### config.mk
export PLATFORM = sky130hd
export DESIGN_NAME = layer_seq_ctrl
export DESIGN_NICKNAME = d
export VERILOG_FILES = /design/src/rtl/layer_seq_pkg.sv /design/src/rtl/layer_seq_axis_mux.sv /design/src/rtl/layer_seq_ctrl.sv
export SDC_FILE = /design/constraint.sdc
export NUM_CORES = 1
export LEC_CHECK = 0
export BUFFER_PORTS_ARGS = -buffer_cell sky130_fd_sc_hd__buf_2
export CORE_AREA = 5 5 197 199
export CTS_BUF_LIST = sky130_fd_sc_hd__clkbuf_8
export DETAILED_ROUTE_END_ITERATION = 6
export DIE_AREA = 0 0 202 204
export GPL_TIMING_DRIVEN = 0
export HOLD_SLACK_MARGIN = 0.06
export SLEW_MARGIN = 20
export SYNTH_ARGS = -nofsm -noshare
export SYNTH_HDL_FRONTEND = slang
export SYNTH_SLANG_ARGS = --single-unit
### constraint.sdc
create_clock -name sclk -period 3.46 [get_ports sclk]
set_clock_uncertainty 0.15 [all_clocks]
set_input_delay 0 -clock sclk [delete_from_list [all_inputs] [get_ports sclk]]
set_output_delay 0 -clock sclk [all_outputs]
set_load 0.01 [all_outputs]
### src/rtl/layer_seq_pkg.sv
// -----------------------------------------------------------------------------
// layer_seq_pkg
// Shared definitions for the per-layer convolution sequencer:
//   - one-hot state encoding of the sequencer FSM
//   - cmd_reg0 op codes, target codes and field bit positions
//   - AXI-Stream source indices (bias, LeakyReLU, weight, feature)
//   - helpers that assemble cmd_reg0 words
// Used by layer_seq_ctrl and layer_seq_axis_mux.
// -----------------------------------------------------------------------------
package layer_seq_pkg;

  typedef enum logic [7:0] {
    ST_IDLE   = 8'b0000_0001,
    ST_BIAS   = 8'b0000_0010,
    ST_LRELU  = 8'b0000_0100,
    ST_WEIGHT = 8'b0000_1000,
    ST_FEAT   = 8'b0001_0000,
    ST_CONV   = 8'b0010_0000,
    ST_DMA_RX = 8'b0100_0000,
    ST_DONE   = 8'b1000_0000
  } state_t;

  // cmd_reg0 op nibble
  localparam logic [3:0] OP_NONE       = 4'h0;
  localparam logic [3:0] OP_TX_START   = 4'h1;
  localparam logic [3:0] OP_READ_START = 4'h2;
  localparam logic [3:0] OP_CONV_START = 4'h4;

  // cmd_reg0 target nibble
  localparam logic [3:0] TGT_WEIGHT = 4'h1;
  localparam logic [3:0] TGT_BIAS   = 4'h2;
  localparam logic [3:0] TGT_LRELU  = 4'h3;
  localparam logic [3:0] TGT_FEAT   = 4'h8;

  // cmd_reg0 field positions
  localparam int CMD_OP_LSB     = 0;
  localparam int CMD_TGT_LSB    = 4;
  localparam int CMD_FEAT_BIT   = 8;
  localparam int CMD_ROWPOS_LSB = 9;
  localparam int CMD_BATCH_LSB  = 12;
  localparam int CMD_FIXED_BIT  = 14;
  localparam int CMD_ROWS_LSB   = 16;

  // Row position codes
  localparam logic [1:0] ROWPOS_FIRST = 2'd0;
  localparam logic [1:0] ROWPOS_MID   = 2'd1;
  localparam logic [1:0] ROWPOS_LAST  = 2'd2;

  // Stream source indices
  localparam int         SRC_NUM    = 4;
  localparam logic [1:0] SRC_BIAS   = 2'd0;
  localparam logic [1:0] SRC_LRELU  = 2'd1;
  localparam logic [1:0] SRC_WEIGHT = 2'd2;
  localparam logic [1:0] SRC_FEAT   = 2'd3;

  // Load-phase command: only target and op are populated.
  function automatic logic [31:0] load_cmd(input logic [3:0] tgt);
    logic [31:0] v;
    v = '0;
    v[CMD_TGT_LSB +: 4] = tgt;
    v[CMD_OP_LSB +: 4]  = OP_TX_START;
    return v;
  endfunction

  // Feature-phase command (feature batches, convolution, readback).
  function automatic logic [31:0] feat_cmd(input logic [3:0] op,
                                           input logic [1:0] rowpos,
                                           input logic [1:0] batch,
                                           input logic [7:0] rows);
    logic [31:0] v;
    v = '0;
    v[CMD_ROWS_LSB +: 8]   = rows;
    v[CMD_FIXED_BIT]       = 1'b1;
    v[CMD_BATCH_LSB +: 2]  = batch;
    v[CMD_ROWPOS_LSB +: 2] = rowpos;
    v[CMD_FEAT_BIT]        = 1'b1;
    v[CMD_TGT_LSB +: 4]    = TGT_FEAT;
    v[CMD_OP_LSB +: 4]     = op;
    return v;
  endfunction

endpackage

### src/rtl/layer_seq_axis_mux.sv
// -----------------------------------------------------------------------------
// layer_seq_axis_mux
// 4:1 AXI-Stream multiplexer. When enabled, the selected source drives the
// output stream and receives the downstream ready; all other sources see
// ready low. When disabled the output stream is idle (valid/last/data = 0).
// tkeep is constant all-ones.
// Ports:
//   i_en           mux enable (a load or feature phase is active)
//   i_sel          selected source index
//   i_src_tdata    packed source data, source i at [i*DATA_W +: DATA_W]
//   i_src_tvalid   per-source valid
//   i_src_tlast    per-source last
//   o_src_tready   per-source ready
//   o_tdata/o_tkeep/o_tvalid/o_tlast  output stream
//   i_tready       output stream ready
// -----------------------------------------------------------------------------
module layer_seq_axis_mux
  import layer_seq_pkg::*;
#(
  parameter int DATA_W = 64
) (
  input  logic                      i_en,
  input  logic [1:0]                i_sel,
  input  logic [SRC_NUM*DATA_W-1:0] i_src_tdata,
  input  logic [SRC_NUM-1:0]        i_src_tvalid,
  input  logic [SRC_NUM-1:0]        i_src_tlast,
  output logic [SRC_NUM-1:0]        o_src_tready,
  output logic [DATA_W-1:0]         o_tdata,
  output logic [DATA_W/8-1:0]       o_tkeep,
  output logic                      o_tvalid,
  output logic                      o_tlast,
  input  logic                      i_tready
);

  assign o_tkeep = '1;

  always_comb begin
    o_tdata      = '0;
    o_tvalid     = 1'b0;
    o_tlast      = 1'b0;
    o_src_tready = '0;
    for (int i = 0; i < SRC_NUM; i++) begin
      if (i_en && (i_sel == 2'(i))) begin
        o_tdata         = i_src_tdata[i*DATA_W +: DATA_W];
        o_tvalid        = i_src_tvalid[i];
        o_tlast         = i_src_tlast[i];
        o_src_tready[i] = i_tready;
      end
    end
  end

endmodule

### src/rtl/layer_seq_ctrl.sv
// -----------------------------------------------------------------------------
// layer_seq_ctrl
// Per-layer sequencer for the convolution accelerator. Walks the load phases
// (bias, LeakyReLU table, weights), then for every row block iterates the
// feature batches and convolutions and finishes with a DMA readback. Each
// phase is started by writing cmd_reg0 with a nonzero op nibble for exactly
// one cycle; task_finish from the accelerator advances the sequence.
//
// Optional build macro: LAYER_SEQ_TIMEOUT_EN
//   defined   - a 16-bit wait counter aborts any waiting state after
//               TIMEOUT_CYC cycles, sets sticky err_timeout, returns to IDLE.
//   undefined - no counter; err_timeout is constant 0.
//
// Ports:
//   sclk, s_rst           clock, synchronous active-high reset
//   start                 one-cycle layer start (ignored while busy)
//   cfg_pix_num, cfg_geom layer configuration, latched on start
//   task_finish           accelerator phase-complete pulse
//   cmd_reg0..2           command registers
//   src_tdata/tvalid/tlast/tready  four stream sources (bias, lrelu, weight, feature)
//   src_rst               per-source generator reset
//   m_axis_*              muxed MM2S stream
//   busy, done            layer in progress / one-cycle end-of-layer pulse
//   err_timeout           sticky watchdog error
//   tx_cnt, batch_cnt     current row block and feature batch
// -----------------------------------------------------------------------------
module layer_seq_ctrl
  import layer_seq_pkg::*;
#(
  parameter int         DATA_W      = 64,
  parameter int         BATCH_NUM   = 2,
  parameter int         ROW_BLK_NUM = 13,
  parameter logic [7:0] MID_ROWS    = 8'h24,
  parameter logic [7:0] LAST_ROWS   = 8'h06,
  parameter int         TIMEOUT_CYC = 65535
) (
  input  logic                  sclk,
  input  logic                  s_rst,
  input  logic                  start,
  input  logic [15:0]           cfg_pix_num,
  input  logic [31:0]           cfg_geom,
  input  logic                  task_finish,
  output logic [31:0]           cmd_reg0,
  output logic [31:0]           cmd_reg1,
  output logic [31:0]           cmd_reg2,
  input  logic [4*DATA_W-1:0]   src_tdata,
  input  logic [3:0]            src_tvalid,
  input  logic [3:0]            src_tlast,
  output logic [3:0]            src_tready,
  output logic [3:0]            src_rst,
  output logic [DATA_W-1:0]     m_axis_tdata,
  output logic [DATA_W/8-1:0]   m_axis_tkeep,
  output logic                  m_axis_tvalid,
  output logic                  m_axis_tlast,
  input  logic                  m_axis_tready,
  output logic                  busy,
  output logic                  done,
  output logic                  err_timeout,
  output logic [7:0]            tx_cnt,
  output logic [1:0]            batch_cnt
);

  localparam logic [1:0] LAST_BATCH = 2'(BATCH_NUM - 1);
  localparam logic [7:0] LAST_BLK   = 8'(ROW_BLK_NUM - 1);

  state_t      r_state;
  state_t      w_state_nxt;
  logic [31:0] r_cmd0, r_cmd1, r_cmd2;
  logic [31:0] w_cmd0_nxt, w_cmd1_nxt;
  logic [15:0] r_pix_num;
  logic [7:0]  r_tx_cnt, w_tx_nxt;
  logic [1:0]  r_batch_cnt, w_batch_nxt;
  logic        w_start_acc;
  logic        w_wd_hit;
  logic        w_waiting;
  logic        w_feat_phase;
  logic        w_mux_en;
  logic [1:0]  w_mux_sel;

  function automatic logic [1:0] row_pos(input logic [7:0] t);
    if (t == 8'd0)     return ROWPOS_FIRST;
    if (t == LAST_BLK) return ROWPOS_LAST;
    return ROWPOS_MID;
  endfunction

  function automatic logic [31:0] feat_word(input logic [3:0] op,
                                            input logic [7:0] t,
                                            input logic [1:0] b);
    logic [1:0] rp;
    rp = row_pos(t);
    return feat_cmd(op, rp, b, (rp == ROWPOS_LAST) ? LAST_ROWS : MID_ROWS);
  endfunction

  assign w_waiting = r_state inside {ST_BIAS, ST_LRELU, ST_WEIGHT,
                                     ST_FEAT, ST_CONV, ST_DMA_RX};

  // Next state and next command words. The op nibble defaults to zero so it
  // is nonzero only in the first cycle after a transition writes it.
  always_comb begin
    w_state_nxt = r_state;
    w_cmd0_nxt  = r_cmd0;
    w_cmd0_nxt[CMD_OP_LSB +: 4] = OP_NONE;
    w_cmd1_nxt  = r_cmd1;
    w_tx_nxt    = r_tx_cnt;
    w_batch_nxt = r_batch_cnt;
    w_start_acc = 1'b0;
    unique case (r_state)
      ST_IDLE: begin
        if (start) begin
          w_start_acc = 1'b1;
          w_state_nxt = ST_BIAS;
          w_cmd0_nxt  = load_cmd(TGT_BIAS);
        end
      end
      ST_BIAS: begin
        if (task_finish) begin
          w_state_nxt = ST_LRELU;
          w_cmd0_nxt  = load_cmd(TGT_LRELU);
        end
      end
      ST_LRELU: begin
        if (task_finish) begin
          w_state_nxt = ST_WEIGHT;
          w_cmd0_nxt  = load_cmd(TGT_WEIGHT);
        end
      end
      ST_WEIGHT: begin
        if (task_finish) begin
          w_state_nxt = ST_FEAT;
          w_tx_nxt    = 8'd0;
          w_batch_nxt = 2'd0;
          w_cmd0_nxt  = feat_word(OP_TX_START, 8'd0, 2'd0);
        end
      end
      ST_FEAT: begin
        if (task_finish) begin
          w_state_nxt = ST_CONV;
          w_cmd0_nxt  = feat_word(OP_CONV_START, r_tx_cnt, r_batch_cnt);
          w_cmd1_nxt  = {r_pix_num, 8'h00, 6'b0, r_batch_cnt};
        end
      end
      ST_CONV: begin
        if (task_finish) begin
          if (r_batch_cnt != LAST_BATCH) begin
            w_state_nxt = ST_FEAT;
            w_batch_nxt = r_batch_cnt + 2'd1;
            w_cmd0_nxt  = feat_word(OP_TX_START, r_tx_cnt, r_batch_cnt + 2'd1);
          end else begin
            w_state_nxt = ST_DMA_RX;
            w_batch_nxt = 2'd0;
            w_cmd0_nxt  = feat_word(OP_READ_START, r_tx_cnt, 2'd0);
          end
        end
      end
      ST_DMA_RX: begin
        if (task_finish) begin
          if (r_tx_cnt != LAST_BLK) begin
            w_state_nxt = ST_FEAT;
            w_tx_nxt    = r_tx_cnt + 8'd1;
            w_batch_nxt = 2'd0;
            w_cmd0_nxt  = feat_word(OP_TX_START, r_tx_cnt + 8'd1, 2'd0);
          end else begin
            w_state_nxt = ST_DONE;
          end
        end
      end
      ST_DONE: begin
        w_state_nxt = ST_IDLE;
        w_tx_nxt    = 8'd0;
      end
      default: w_state_nxt = ST_IDLE;
    endcase
    // Watchdog abort takes priority over a same-cycle task_finish.
    if (w_wd_hit) begin
      w_state_nxt = ST_IDLE;
      w_cmd0_nxt  = r_cmd0;
      w_cmd0_nxt[CMD_OP_LSB +: 4] = OP_NONE;
      w_cmd1_nxt  = r_cmd1;
      w_tx_nxt    = r_tx_cnt;
      w_batch_nxt = r_batch_cnt;
    end
  end

  always_ff @(posedge sclk) begin
    if (s_rst) r_state <= ST_IDLE;
    else       r_state <= w_state_nxt;
  end

  always_ff @(posedge sclk) begin
    if (s_rst) begin
      r_cmd0      <= '0;
      r_cmd1      <= '0;
      r_cmd2      <= '0;
      r_pix_num   <= '0;
      r_tx_cnt    <= '0;
      r_batch_cnt <= '0;
    end else begin
      r_cmd0      <= w_cmd0_nxt;
      r_cmd1      <= w_cmd1_nxt;
      r_tx_cnt    <= w_tx_nxt;
      r_batch_cnt <= w_batch_nxt;
      if (w_start_acc) begin
        r_cmd2    <= cfg_geom;
        r_pix_num <= cfg_pix_num;
      end
    end
  end

`ifdef LAYER_SEQ_TIMEOUT_EN
  localparam logic [15:0] WD_LAST = 16'(TIMEOUT_CYC - 1);

  logic [15:0] r_wait_cnt;
  logic        r_err;

  // Cleared on every state change, so it measures time spent in the current
  // state only. Reaching WD_LAST means the next edge is TIMEOUT_CYC cycles
  // after entry.
  always_ff @(posedge sclk) begin
    if (s_rst)                       r_wait_cnt <= '0;
    else if (w_state_nxt != r_state) r_wait_cnt <= '0;
    else if (w_waiting)              r_wait_cnt <= r_wait_cnt + 16'd1;
  end

  assign w_wd_hit = w_waiting && (r_wait_cnt == WD_LAST);

  always_ff @(posedge sclk) begin
    if (s_rst)            r_err <= 1'b0;
    else if (w_wd_hit)    r_err <= 1'b1;
    else if (w_start_acc) r_err <= 1'b0;
  end

  assign err_timeout = r_err;
`else
  // Watchdog not built: never fires for any legal (non-negative) limit.
  assign w_wd_hit    = (TIMEOUT_CYC < 0);
  assign err_timeout = 1'b0;
`endif

  assign cmd_reg0  = r_cmd0;
  assign cmd_reg1  = r_cmd1;
  assign cmd_reg2  = r_cmd2;
  assign tx_cnt    = r_tx_cnt;
  assign batch_cnt = r_batch_cnt;
  assign busy      = (r_state != ST_IDLE);
  assign done      = (r_state == ST_DONE);

  // The feature generator stays live across the whole row-block loop.
  assign w_feat_phase = r_state inside {ST_FEAT, ST_CONV, ST_DMA_RX};
  assign src_rst = {s_rst | ~w_feat_phase,
                    s_rst | (r_state != ST_WEIGHT),
                    s_rst | (r_state != ST_LRELU),
                    s_rst | (r_state != ST_BIAS)};

  always_comb begin
    w_mux_en  = 1'b1;
    w_mux_sel = SRC_BIAS;
    unique case (r_state)
      ST_BIAS:   w_mux_sel = SRC_BIAS;
      ST_LRELU:  w_mux_sel = SRC_LRELU;
      ST_WEIGHT: w_mux_sel = SRC_WEIGHT;
      ST_FEAT:   w_mux_sel = SRC_FEAT;
      default:   w_mux_en  = 1'b0;
    endcase
  end

  layer_seq_axis_mux #(
    .DATA_W (DATA_W)
  ) u_axis_mux (
    .i_en         (w_mux_en),
    .i_sel        (w_mux_sel),
    .i_src_tdata  (src_tdata),
    .i_src_tvalid (src_tvalid),
    .i_src_tlast  (src_tlast),
    .o_src_tready (src_tready),
    .o_tdata      (m_axis_tdata),
    .o_tkeep      (m_axis_tkeep),
    .o_tvalid     (m_axis_tvalid),
    .o_tlast      (m_axis_tlast),
    .i_tready     (m_axis_tready)
  );

endmodule
Word level (Yosys, flattened, before mapping)
Index checks and enable logic that the tools add are counted.

storage, ports and cells
  register bits = 116
  output and inout port bits = 191

operators by class
  add/subtract/negate cells = 2
  equal/unequal tests = 31
  muxes and demuxes = 107
  bitwise logic cells = 5
  reductions and logical operators = 17

operators with widths
  kind                 count
  $mux 32              8
  $mux 64              4
  $pmux 32 s7          1
  $mux 8               11
  $mux 2               28
  $pmux 8 s7           1
  $mux 1               45
  $eq 8x4->1 const B   3
  $mux 6               4
  $pmux 8 s3           1
  $mux 22              1
  $logic_not 8->1      2
  $ne 2x2->1 const B   8
  $ne 8x4->1 const B   2
  $eq 2x2->1 const B   6
  $pmux 2 s3           2
  $reduce_and 9->1     1
  $reduce_bool 3->1    3
  $add 8x1->8 const B  1
  $eq 8x1->1 const B   1
  $eq 8x2->1 const B   1
  $eq 8x3->1 const B   1
  $eq 8x5->1 const B   1
  $eq 8x6->1 const B   1
  19 further kinds     25

Depth between registers and ports, before layout
  depth in word-level cells = 20
  mapped depth = 9
  mapped depth without buffers = 6

By module
From an unflattened synthesis, not the netlist that was laid out.

second synthesis, totals
  cell total of the unflattened synthesis = 792
  area, all modules = 6,401.1 um2

modules (own cells, without submodules)
  module              instances  cells an instance  area each (um2)
  layer_seq_ctrl      1          549                4,331.7
  layer_seq_axis_mux  1          243                2,069.5

Least setup slack after synthesis
OpenSTA, ideal clock, no wires.

  path kind = flip-flop to flip-flop
  from = reg r_tx_cnt[1] (netlist: tx_cnt[1])
  to = reg r_cmd0[21] (netlist: cmd_reg0[21])
  data arrival time = 1.937 ns
  data required time = 3.156 ns
  setup slack = 1.219 ns
  cell stages (with the launch flop) = 7
  buffers on the path = 0
  period minus slack after synthesis = 2.241 ns
  path through = dfxtp_1 ha_1 and3_1 a31oi_1 a2111oi_0 a21bo_2 a311oi_2

between the ends
  longest elaborated chain between the ends = 17
  elaborated cells between the ends (all ways) = 73

RTL lines
  element                 RTL line               source
  start, declared         layer_seq_ctrl.sv:71   logic [7:0] r_tx_cnt, w_tx_nxt;
  start signal, assigned  layer_seq_ctrl.sv:200  r_tx_cnt <= w_tx_nxt;
  $add 8x1->8             layer_seq_ctrl.sv:161  w_cmd0_nxt = feat_word(OP_TX_START, r_tx_cnt + 8'd1, 2'd0);
  $eq 8x4->1              layer_seq_ctrl.sv:82   if (t == LAST_BLK) return ROWPOS_LAST;
  $mux 1 (2 in series)    layer_seq_ctrl.sv:82
  $mux 1                  layer_seq_ctrl.sv:157  if (r_tx_cnt != LAST_BLK) begin
  $mux 1                  layer_seq_ctrl.sv:156  if (task_finish) begin
  $mux 1                  layer_seq_ctrl.sv:107  unique case (r_state)
  $mux 2                  layer_seq_ctrl.sv:83   return ROWPOS_MID;
  $mux 2                  layer_seq_ctrl.sv:82
  $mux 2                  layer_seq_ctrl.sv:157
  $mux 2                  layer_seq_ctrl.sv:156
  $mux 2                  layer_seq_ctrl.sv:107
  $eq 2x2->1              layer_seq_ctrl.sv:91   return feat_cmd(op, rp, b, (rp == ROWPOS_LAST) ? LAST_ROWS : MID_ROWS);
  $mux 6                  layer_seq_ctrl.sv:91
  $mux 32                 layer_seq_ctrl.sv:157
  $mux 32                 layer_seq_ctrl.sv:156
  $pmux 32 s7             layer_seq_ctrl.sv:107
  end signal, assigned    layer_seq_ctrl.sv:198  r_cmd0 <= w_cmd0_nxt;
  end, declared           layer_seq_ctrl.sv:68   logic [31:0] r_cmd0, r_cmd1, r_cmd2;

Several ways; a longest one is shown, not always the timed one. The select of a mux whose other input is x is not followed.
A chain may end at the register's enable or synchronous reset.

Worst setup path in the final report
  from = reg r_state[3]
  to = out m_axis_tdata[26]

between the ends
  longest elaborated chain between the ends = 8
  elaborated cells between the ends (all ways) = 19

RTL lines
  element                                        RTL line                                         source
  start, declared                                layer_seq_ctrl.sv:66                             state_t r_state;
  start signal, assigned                         layer_seq_ctrl.sv:186                            else r_state <= w_state_nxt;
  $eq 8x5->1, or another cell as far along       layer_seq_ctrl.sv:257                            unique case (r_state)
  $pmux 2 s3 or $reduce_or 4->1 (tied branches)  n/a
  $logic_not 2->1 or $mux 1 (tied branches)      layer_seq_axis_mux.sv:43, layer_seq_ctrl.sv:257
  $logic_and 1x1->1                              layer_seq_axis_mux.sv:43                         if (i_en && (i_sel == 2'(i))) begin
  $mux 64 (3 in series)                          layer_seq_axis_mux.sv:43
  $mux 64 (*)                                    layer_seq_axis_mux.sv:43
  end, declared                                  layer_seq_ctrl.sv:51                             output logic [DATA_W-1:0] m_axis_tdata,

Mark *: on every way between the ends. The rest lies on a longest branch, timed or not.

==> metrics.cfg <==
[status]
status = complete, no violations

[floorplan]
rows = 71
die_h_um = 204
initial_utilization = 0.162
dieArea_um2 = 41200
io_pins = 508
die_w_um = 202
core-area_um2 = 37000

[cts]
cts_buffer_depth = 2
clk_latency_ns = 0.38
htree_levels = 3
cts_root_buf = clkbuf_8
numCtsBuffers = 9
clk_pin_slew_ns = 0.10
cts_tree = built
numClockSinks = 96

[pwr]
swShare = 0.409
p_switching_mw = 1.73
p_seq_frac = 0.317
p_per_area_nw_per_um2 = 426
p_int_mw = 2.49
irDropWorstVdd_mv = 0.195
p_leak_nw = 4.76
p_total_mw = 4.22
p_comb_frac = 0.468
power.share.clock = 0.215

[place]
post-dp-hpwl_mm = 33.0
gp_congestion = 0.959
port_buffers = 466

[synthesis]
synth_cell_types = 61
yosysSeqAreaShare = 0.320
synth_edf_count = 0
netlist.area_leader.share = 0.320
synthTopCellsByArea = dfxtp_1 (32%), nand2_1 (13%), a21oi_1 (8.0%)
synthCells = 853
syn-cell-area_um2 = 6000
synth-main-ff-cell = dfxtp_1
yosys_warnings = 0
syn_area_per_cell_um2 = 7.03
synth_top_area_cell = dfxtp_1
ys_async_sr_fraction = 0
ys_ff_latch = 96

[route]
antenna_left = 0
drt_iter0_markers = 535
dr.pass1.iters = 6
via_per_inst = 4.58
wirelength_mm = 39.7
num_vias = 8767
route.detailed.drc = 0
avgRoutedWirePerCell_um = 20.7

[setup_path]
crit_slowest_cell = nor4_2
cp_max_fo = 11
startpoint_type = register
cp.depth = 9
crit_type = register to output pin
cp_cell_sequence = buf_2 -> nor4_2 -> nand2_1 -> nor3b_4 -> buf_4 -> clkbuf_2 -> a221oi_1 -> o21ai_0 -> buf_2
r2r_cells = 6
worstPathRequired_ns = 3.31
worst-path-buf-inv = 4
cpLargestDelayFamily = simple AND/OR/NAND/NOR gates
worst_setup_path_end_kind = output pin
slowest_delay_ns = 0.43
cp_common_cell = buf_2
arrival_ns = 3.15

[sta]
worst_pin_slew_ns = 1.03
slew_headroom = 0.311
holdWs_ns = 0.106
rsz0062_at_grt = no
timing.fmax_mhz = 303
finalHoldViolCount = 0
min_period_ns = 3.30
fin_crit_sh = 0.954
setup_violations = 0
drv_slew = 0

[global_routing]
grt_max_degree = 17
grt_pass1_wl_mm = 55.9
grt_pass1_vias = 8798
antenna_found_initial = 25
grt_usage = 0.179
gr-total-overflow = 0

[cells_and_area]
final_cell_mix = buf_2 (482), nand2_1 (215), a21oi_1 (96), dfxtp_1 (96), nor2_1 (79)
synthToLayoutAreaGrowth_pct = 65.2
final_common_cell = buf_2
drive_gt1_frac = 0.402
layout.nets = 1739

[worst_hold_path]
hold_path_class = primary input to register
min_path_cells = 3

[job]
maxCapViolations = 0

[power by group through the flow]
stage | Sequential [mW] | Combinational, mW | Clock, mW
global route | 1.35 | 2.17 | 0.994
floorplan | 1.39 | 1.02 | 0
CTS | 1.34 | 1.99 | 0.960
finish | 1.34 | 1.97 | 0.909
global placement | 1.35 | 1.91 | 0
detailed placement | 1.36 | 1.92 | 0
[kinds of logic (layout without fill, tap and decap cells)]
family / count (synthesis) / after routing / share of synthesized area
fa+ha+maj: 3 / 3 / 0.00626
xor+xnor: 7 / 7 / 0.0102
other cells: 2 / 56 / 0.00125
buf+inv: 123 / 656 / 0.109
simple gates: 358 / 358 / 0.256
flops: 96 / 96 / 0.320
mux: 2 / 2 / 0.00334
compound gates: 262 / 262 / 0.294
[cells in the mapped netlist, types with 3 or more instances]
cell type  instances
buf_2             19
nor3_1             7
and2_1             9
nor4_1             3
clkbuf_1          54
xor2_1             3
ha_1               3
o21ai_1            4
a21oi_1           96
or3_1              3
nand3_1           11
o31ai_1            5
or4_1              3
inv_1              5
and3_1             6
nor2b_1            4
buf_4             43
o21ai_0           49
xnor2_1            4
a221oi_1          45
dfxtp_1           96
a41oi_1            3
o32ai_1            3
o21a_1             4
a311oi_1           4
nand4_1            3
a31oi_1            4
nand2_1          215
nand2b_1           5
a222oi_1          21
nor2_1            79
[worst min-delay path: cells and delay by family]
kind                   cells  cell delay [ns]
AOI/OAI and AO/OA          2             0.25
buffers and inverters      1             0.34
[metal layers]
metal,up-vias,share of wire,GRT usage
met3,86,0.083,0.0500
met1,4070,0.39,0.208
met4,8,0.040,0.0806
met5,-,0.0017,0
met2,503,0.49,0.309
li1,4100,-,-
[state kept, by name, summed over array words and instances, names as in the netlist]
name / count
cmd_reg2: 32
tx_cnt: 8
batch_cnt: 2
cmd_reg1: 18
cmd_reg0: 12
r_state: 8
r_pix_num: 16
[area by class of cell]
class,count,area [µm²]
clock buffer,9,124
timing repair buffer,522,2880
tap,474,593
antenna,16,40.0
sequential,96,1920
clock inverter,7,118
inverter,6,22.5
fill,4161,27100
multi-input combinational,672,3580
buffer,112,634
[timing repair]
action,CTS,global route
endpoints found under the hold margin,50,0
pin swaps,4,2
hold buffers,50,0
buffers inserted,6,0
resized for setup,7,14
setup endpoints to repair,66,47
[worst paths after layout]
check                           slack [ns]                to    startpoint
worst min-delay path                  0.11      batch_cnt[0]         s_rst
worst max register to register        0.65      cmd_reg0[21]    r_state[2]
worst max-delay path                  0.16  m_axis_tdata[26]    r_state[3]
worst min register to register        0.30      cmd_reg1[19]  r_pix_num[3]
[per-stage QoR]
step | area [µm²] | setup TNS (ns) | cells | setup WS (ns) | util
final | 9910 | 0 | 1914 | 0.159 | 0.268
after global routing | 9900 | 0 | 1910 | 0.00557 | 0.267
after CTS | 9870 | 0 | 1902 | 0.00345 | 0.266
after detailed placement | 9070 | 0 | 1831 | 0.0106 | 0.245
after global placement | 9070 | -0.0158 | 1831 | -0.0158 | 0.245
after floorplan | 6140 | 0 | 891 | 1.22 | -
No activity file was read; power rests on OpenSTA's default activity.
